<file path="src/rtl/checkpoint_ctrl.sv">
// ---------------------------------------------------------------------------
// checkpoint_ctrl
//
// Allocates and frees branch checkpoint slots for the rename stage. Slots are
// managed as a circular queue: saves allocate at the tail, retiring branches
// free at the head, and a mispredict rolls the tail back to the restored slot.
// A rollback keeps the block busy for one cycle while the map table is
// rewritten.
//
// Ports
//   clk            single clock, rising edge
//   rst            asynchronous reset, active-high
//   save_valid     rename requests a new checkpoint
//   save_ready     a slot can be allocated this cycle
//   save_index     slot handed out when save_valid && save_ready
//   commit_valid   oldest checkpointed branch retired
//   commit_index   slot being freed (must be the head slot)
//   restore_valid  mispredict, roll back to restore_index
//   restore_index  slot to restore from; it and all younger slots are freed
//   restore_busy   map table rewrite in progress
//   occupancy      number of allocated slots, 0..CHECKPOINT_COUNT
//   throttle       free slots at or below CHECKPOINT_THRESHOLD
//   error          sticky protocol-violation flag
// ---------------------------------------------------------------------------
module checkpoint_ctrl #(
    parameter int CHECKPOINT_COUNT       = 8,
    parameter int CHECKPOINT_INDEX_WIDTH = 3,
    parameter int CHECKPOINT_THRESHOLD   = 3
) (
    input  logic                              clk,
    input  logic                              rst,
    input  logic                              save_valid,
    output logic                              save_ready,
    output logic [CHECKPOINT_INDEX_WIDTH-1:0] save_index,
    input  logic                              commit_valid,
    input  logic [CHECKPOINT_INDEX_WIDTH-1:0] commit_index,
    input  logic                              restore_valid,
    input  logic [CHECKPOINT_INDEX_WIDTH-1:0] restore_index,
    output logic                              restore_busy,
    output logic [CHECKPOINT_INDEX_WIDTH:0]   occupancy,
    output logic                              throttle,
    output logic                              error
);

    localparam int IDX_WIDTH = CHECKPOINT_INDEX_WIDTH;
    localparam int PTR_WIDTH = CHECKPOINT_INDEX_WIDTH + 1;
    localparam logic [PTR_WIDTH-1:0] FULL_COUNT = PTR_WIDTH'(CHECKPOINT_COUNT);

    typedef enum logic {
        IDLE,
        RESTORE
    } state_t;

    state_t                 state;
    state_t                 state_next;

    // Pointers carry one extra wrap bit so full and empty are distinguishable.
    logic [PTR_WIDTH-1:0]   head;
    logic [PTR_WIDTH-1:0]   tail;
    logic [PTR_WIDTH-1:0]   head_next;
    logic [PTR_WIDTH-1:0]   tail_next;
    logic [PTR_WIDTH-1:0]   occ;
    logic [PTR_WIDTH-1:0]   occ_post;
    logic [PTR_WIDTH-1:0]   free_slots;
    logic [PTR_WIDTH-1:0]   restore_ptr;
    logic [IDX_WIDTH-1:0]   restore_offset;
    logic                   full;
    logic                   empty;
    logic                   commit_ok;
    logic                   commit_err;
    logic                   restore_ok;
    logic                   restore_err;
    logic                   save_fire;
    logic                   error_next;

    assign occ        = tail - head;
    assign full       = (occ == FULL_COUNT);
    assign empty      = (occ == '0);
    assign free_slots = FULL_COUNT - occ;

    assign occupancy    = occ;
    assign save_index   = tail[IDX_WIDTH-1:0];
    assign save_ready   = !full && (state == IDLE) && !restore_valid;
    assign restore_busy = (state == RESTORE);
    assign throttle     = ($unsigned(32'(free_slots)) <= $unsigned(32'(CHECKPOINT_THRESHOLD)));

    // Commit is resolved first against the current head; the restore is then
    // range-checked against the head as it will be after that commit. A
    // restore aimed at the slot being committed therefore lands outside the
    // live range and is rejected while the commit still proceeds.
    always_comb begin
        state_next     = IDLE;
        head_next      = head;
        tail_next      = tail;
        commit_ok      = 1'b0;
        commit_err     = 1'b0;
        restore_ok     = 1'b0;
        restore_err    = 1'b0;
        save_fire      = save_valid && save_ready;
        restore_offset = '0;
        restore_ptr    = tail;
        occ_post       = occ;

        if (commit_valid) begin
            if (!empty && (commit_index == head[IDX_WIDTH-1:0])) begin
                commit_ok = 1'b1;
                head_next = head + 1'b1;
            end else begin
                commit_err = 1'b1;
            end
        end

        occ_post = tail - head_next;

        // The offset from the head wraps modulo the slot count, so the
        // restored pointer is head plus that offset, which keeps it in
        // [head, tail) whenever the offset is below the live count.
        if (restore_valid) begin
            restore_offset = restore_index - head_next[IDX_WIDTH-1:0];
            restore_ptr    = head_next + PTR_WIDTH'(restore_offset);
            if (PTR_WIDTH'(restore_offset) < occ_post) begin
                restore_ok = 1'b1;
                tail_next  = restore_ptr;
                state_next = RESTORE;
            end else begin
                restore_err = 1'b1;
            end
        end else if (save_fire) begin
            tail_next = tail + 1'b1;
        end

        error_next = error || commit_err || restore_err;
    end

    always_ff @(posedge clk or posedge rst) begin
        if (rst) begin
            state <= IDLE;
            head  <= '0;
            tail  <= '0;
            error <= 1'b0;
        end else begin
            state <= state_next;
            head  <= head_next;
            tail  <= tail_next;
            error <= error_next;
        end
    end

endmodule

</file>
<file path="config.mk">
export PLATFORM = sky130hd
export DESIGN_NAME = checkpoint_ctrl
export DESIGN_NICKNAME = d
export VERILOG_FILES = /design/src/rtl/checkpoint_ctrl.sv
export SDC_FILE = /design/constraint.sdc
export NUM_CORES = 1
export LEC_CHECK = 0
export ABC_AREA = 1
export BUFFER_PORTS_ARGS = -buffer_cell sky130_fd_sc_hd__clkbuf_2
export CAP_MARGIN = 20
export CORE_ASPECT_RATIO = 0.6
export CORE_MARGIN = 10
export CORE_UTILIZATION = 45
export CTS_CLUSTER_SIZE = 12
export DETAILED_ROUTE_END_ITERATION = 8
export PLACE_DENSITY = 0.67
export SLEW_MARGIN = 20
export SYNTH_ARGS = -nofsm -noshare
export SYNTH_HDL_FRONTEND = slang
export SYNTH_SLANG_ARGS = --single-unit
</file>
<file path="constraint.sdc">
create_clock -name clk -period 8.6 [get_ports clk]
set_input_delay 0.86 -clock clk [delete_from_list [all_inputs] [get_ports clk]]
set_output_delay 0.86 -clock clk [all_outputs]
set_load 0.03 [all_outputs]
</file>
==> parameters.txt <==
Parameter                              Value

Synthesis
  Adder-Cell Fraction of Synth Area    between 10% and 20%
  Dominant combinational cell family by area after synthesis    simple AND/OR/NAND/NOR gates
  Average size of a mapped cell    roughly 7 µm²
  Synthesis warning total    0
  Post-synth cell types    22
  Parity-gate share of the synthesized area counting xor and xnor cells    under 10%
  Synthesized instance count    between 150 and 200
  Multiplexer area fraction after synthesis    0%
  Post-synthesis compound-gate area fraction    ~6.3%
  Post-synthesis share of cell area spent on and, or, nand and nor gates    a little over 30%
  Number of storage elements in the synthesis netlist    10
  Syn nets    roughly 190
  Synthesized cell area    1136 µm²
  Portion of the post-synthesis area used by sequential elements    22.03%

CTS
  Number of buffers added to fix hold violations after cts    0
  Number of CTS-inserted buffers    3
  Clock-pin slew reported for the worst setup and hold paths after clock tree synthesis    approximately 0.050 ns
  Post-CTS repair timing setup buffer count    0
  Clock root buffer    clkbuf_8
  PostCTS Resize Cnt    0
  TritonCTS clock tree    yes
  H-tree depth    1
  Clock Latency Late Sink    around 0.24 ns
  Buffers from clock root to sink, at most    2
  CTS sink cnt    10

STA
  Shortest period the worst path allows    slightly below 4 ns
  Unrepaired setup endpoints after global routing    false
  Final worst-path cycle share    between 40 and 50%
  Worst rel slew slack    73.42%
  Setup Total Neg Slack    0 ns
  Peak clock frequency supported by timing    ~0.25 GHz
  Finish-stage setup viols    0
  Number of max-slew violations in the final report    0
  Final count of hold timing violations    0
  Slew at the pin closest to its max-slew limit    ~0.4 ns
  Max Clock Skew    around 0.0012 ns

Floorplan
  Initial core utilization    49.89%
  Die boundary height    between 50 and 60 µm
  Die extent in x    ~85 µm
  Core Area    approximately 2300 µm²
  Top Ports    22
  Die outline area    5000 µm²
  Standard-cell row count    13

Global routing
  Vias in the first global route    approximately 1000
  Initial antenna violation count    0
  Total GRT Usage    between 10% and 20%
  Global route total overflow    0
  First-pass GRT wire length    about 4500 µm
  Pin count of the biggest net entering global routing    11

Layout
  P&R area growth vs syn    14.76%
  Share of cells above drive strength 1    22.95%
  Commonest cells after routing, fill and taps aside    nand2_1 (43), inv_1 (35), clkbuf_2 (21), ha_1 (12)
  Most common library cell in the layout ignoring fill and taps    nand2_1
  Layout net count    209
  FF+latch area    250.2 µm²
  ANT cells    0
  Area used by multi-input combinational logic    about 720 µm²
  Count of fill cells added during filler insertion    223

Worst setup path
  Sort of element at the start of the critical path    register
  Type of element capturing the critical path    register
  Length in cells of the worst reg-to-reg path    21
  Startpoint of the worst-slack reg-to-reg timing path    tail[0]
  Worst EP arrival    between 4 and 5 ns
  Critical-path maximum fanout    6
  Capturing point of the worst reg2reg path    tail[1]
  Worst setup path category    reg2reg
  Data required time of the critical path    8.73 ns
  Setup slack, reg-to-reg    around 4.7 ns

Worst hold path
  Hold-critical path depth    2
  Hold Path Class    reg2reg
  Startpoint of the lowest-slack hold path    error
  Worst Hold Endpoint    error

Detailed routing
  Pre-antenna DRT Iters    4
  Final wirelength    2614 µm
  Vias after detailed routing    around 1000
  Number of DRC markers after the initial detailed-route iteration    35
  Average wire per standard cell    roughly 12 µm
  DRC violation count after routing    0
  Via density per instance    about 4.8
  Final ANT Viol Nets    0

Place
  Routability cong.    approximately 0.84
  Sum of net half-perimeters after detailed placement    ~2300 µm
  IO buf count    21

Status
  Status    complete, no violations

Run
  Number of max-capacitance violations reported    0
-- registers in the layout, summed over array words and instances, names as in the netlist --
register	cells
tail	4
head	4
error	1
restore_busy	1
-- metrics by stage --
stage               hold WS (ns)  cells  util, %  area (µm²)  setup slack (ns)
floorplan                 0.5169    162        -        1136             5.061
detailed placement        0.4868    209    54.84        1249             4.709
global placement          0.4882    209    54.84        1249             4.856
finish                    0.4933    213    57.25        1304             4.671
global route              0.5504    213    57.25        1304             4.429
CTS                       0.4977    213    57.25        1304             4.675
-- cell families (layout without fill, tap and decap cells) --
kind of cell             Yosys count  in the layout
AO/OA/AOI/OAI                     13             13
XOR/XNOR                          12             12
adder cells (fa/ha/maj)           14             14
buffers and inverters             40             61
flip-flops                        10             10
AND/OR/NAND/NOR                   73             73
-- worst max-delay path: stages (launching register included) --
cell and delay [ns]:
dfrtp_1 0.44, inv_1 0.10, ha_1 0.23, fa_1 0.52
nand2_1 0.09, nor2_2 0.16, nand3_2 0.12, nand3_2 0.11
xnor2_1 0.21, ha_1 0.28, inv_1 0.07, fa_1 0.41
xnor2_1 0.20, inv_1 0.06, ha_1 0.27, inv_1 0.04
o21bai_1 0.15, nand2_2 0.09, nand2_4 0.09, nand2_4 0.06
nand2_1 0.06, nand2_1 0.05
-- layout make-up --
type / instances / share of cell area, %
clock buffer: 4 / 4.223
inverter: 36 / 10.36
multi-input combinational: 112 / 55.28
sequential: 10 / 19.19
tap: 30 / 2.879
timing repair buffer: 21 / 8.061
-- Yosys cell counts --
| master | count | area share, % |
|---|---|---|
| nand3_2 | 2 | 1.8 |
| o21bai_1 | 2 | 1.3 |
| a21oi_1 | 5 | 2.2 |
| nor2_1 | 3 | 0.99 |
| o22ai_1 | 1 | 0.55 |
| xor2_1 | 5 | 3.9 |
| nand2_4 | 2 | 2.0 |
| buf_4 | 4 | 2.6 |
| xnor2_1 | 6 | 4.6 |
| nand2_2 | 9 | 5.0 |
| xor2_2 | 1 | 1.4 |
| o21ai_0 | 5 | 2.2 |
| inv_1 | 35 | 12 |
| fa_1 | 2 | 3.5 |
| nand4_1 | 1 | 0.55 |
| nand2_1 | 43 | 14 |
| dfrtp_1 | 10 | 22 |
| and2_1 | 1 | 0.55 |
| ha_1 | 12 | 13 |
| nand3_1 | 10 | 4.4 |
| nor2_2 | 2 | 1.1 |
| inv_2 | 1 | 0.33 |
-- metal layers --
layer	share of wire [%]	vias up	GRT usage, %
met1	48	461	13.75
met2	44	29	16.83
met4	0.54	0	2.804
met5	0	-	0
met3	7.5	2	3.434
li1	-	529	-
-- worst max-delay path by stage --
stage            start  endpoint  slack, ns
3_3_place_gp   tail[0]   tail[2]       4.86
6_report       tail[0]   tail[1]       4.67
5_1_grt        tail[0]   tail[2]       4.43
3_5_place_dp   tail[0]   tail[1]       4.71
4_1_cts        tail[0]   tail[3]       4.67
2_1_floorplan  tail[0]   tail[0]       5.06
Power is not shown: default switching activity piles up to over one toggle a cycle in this logic, so the estimate is an artifact.
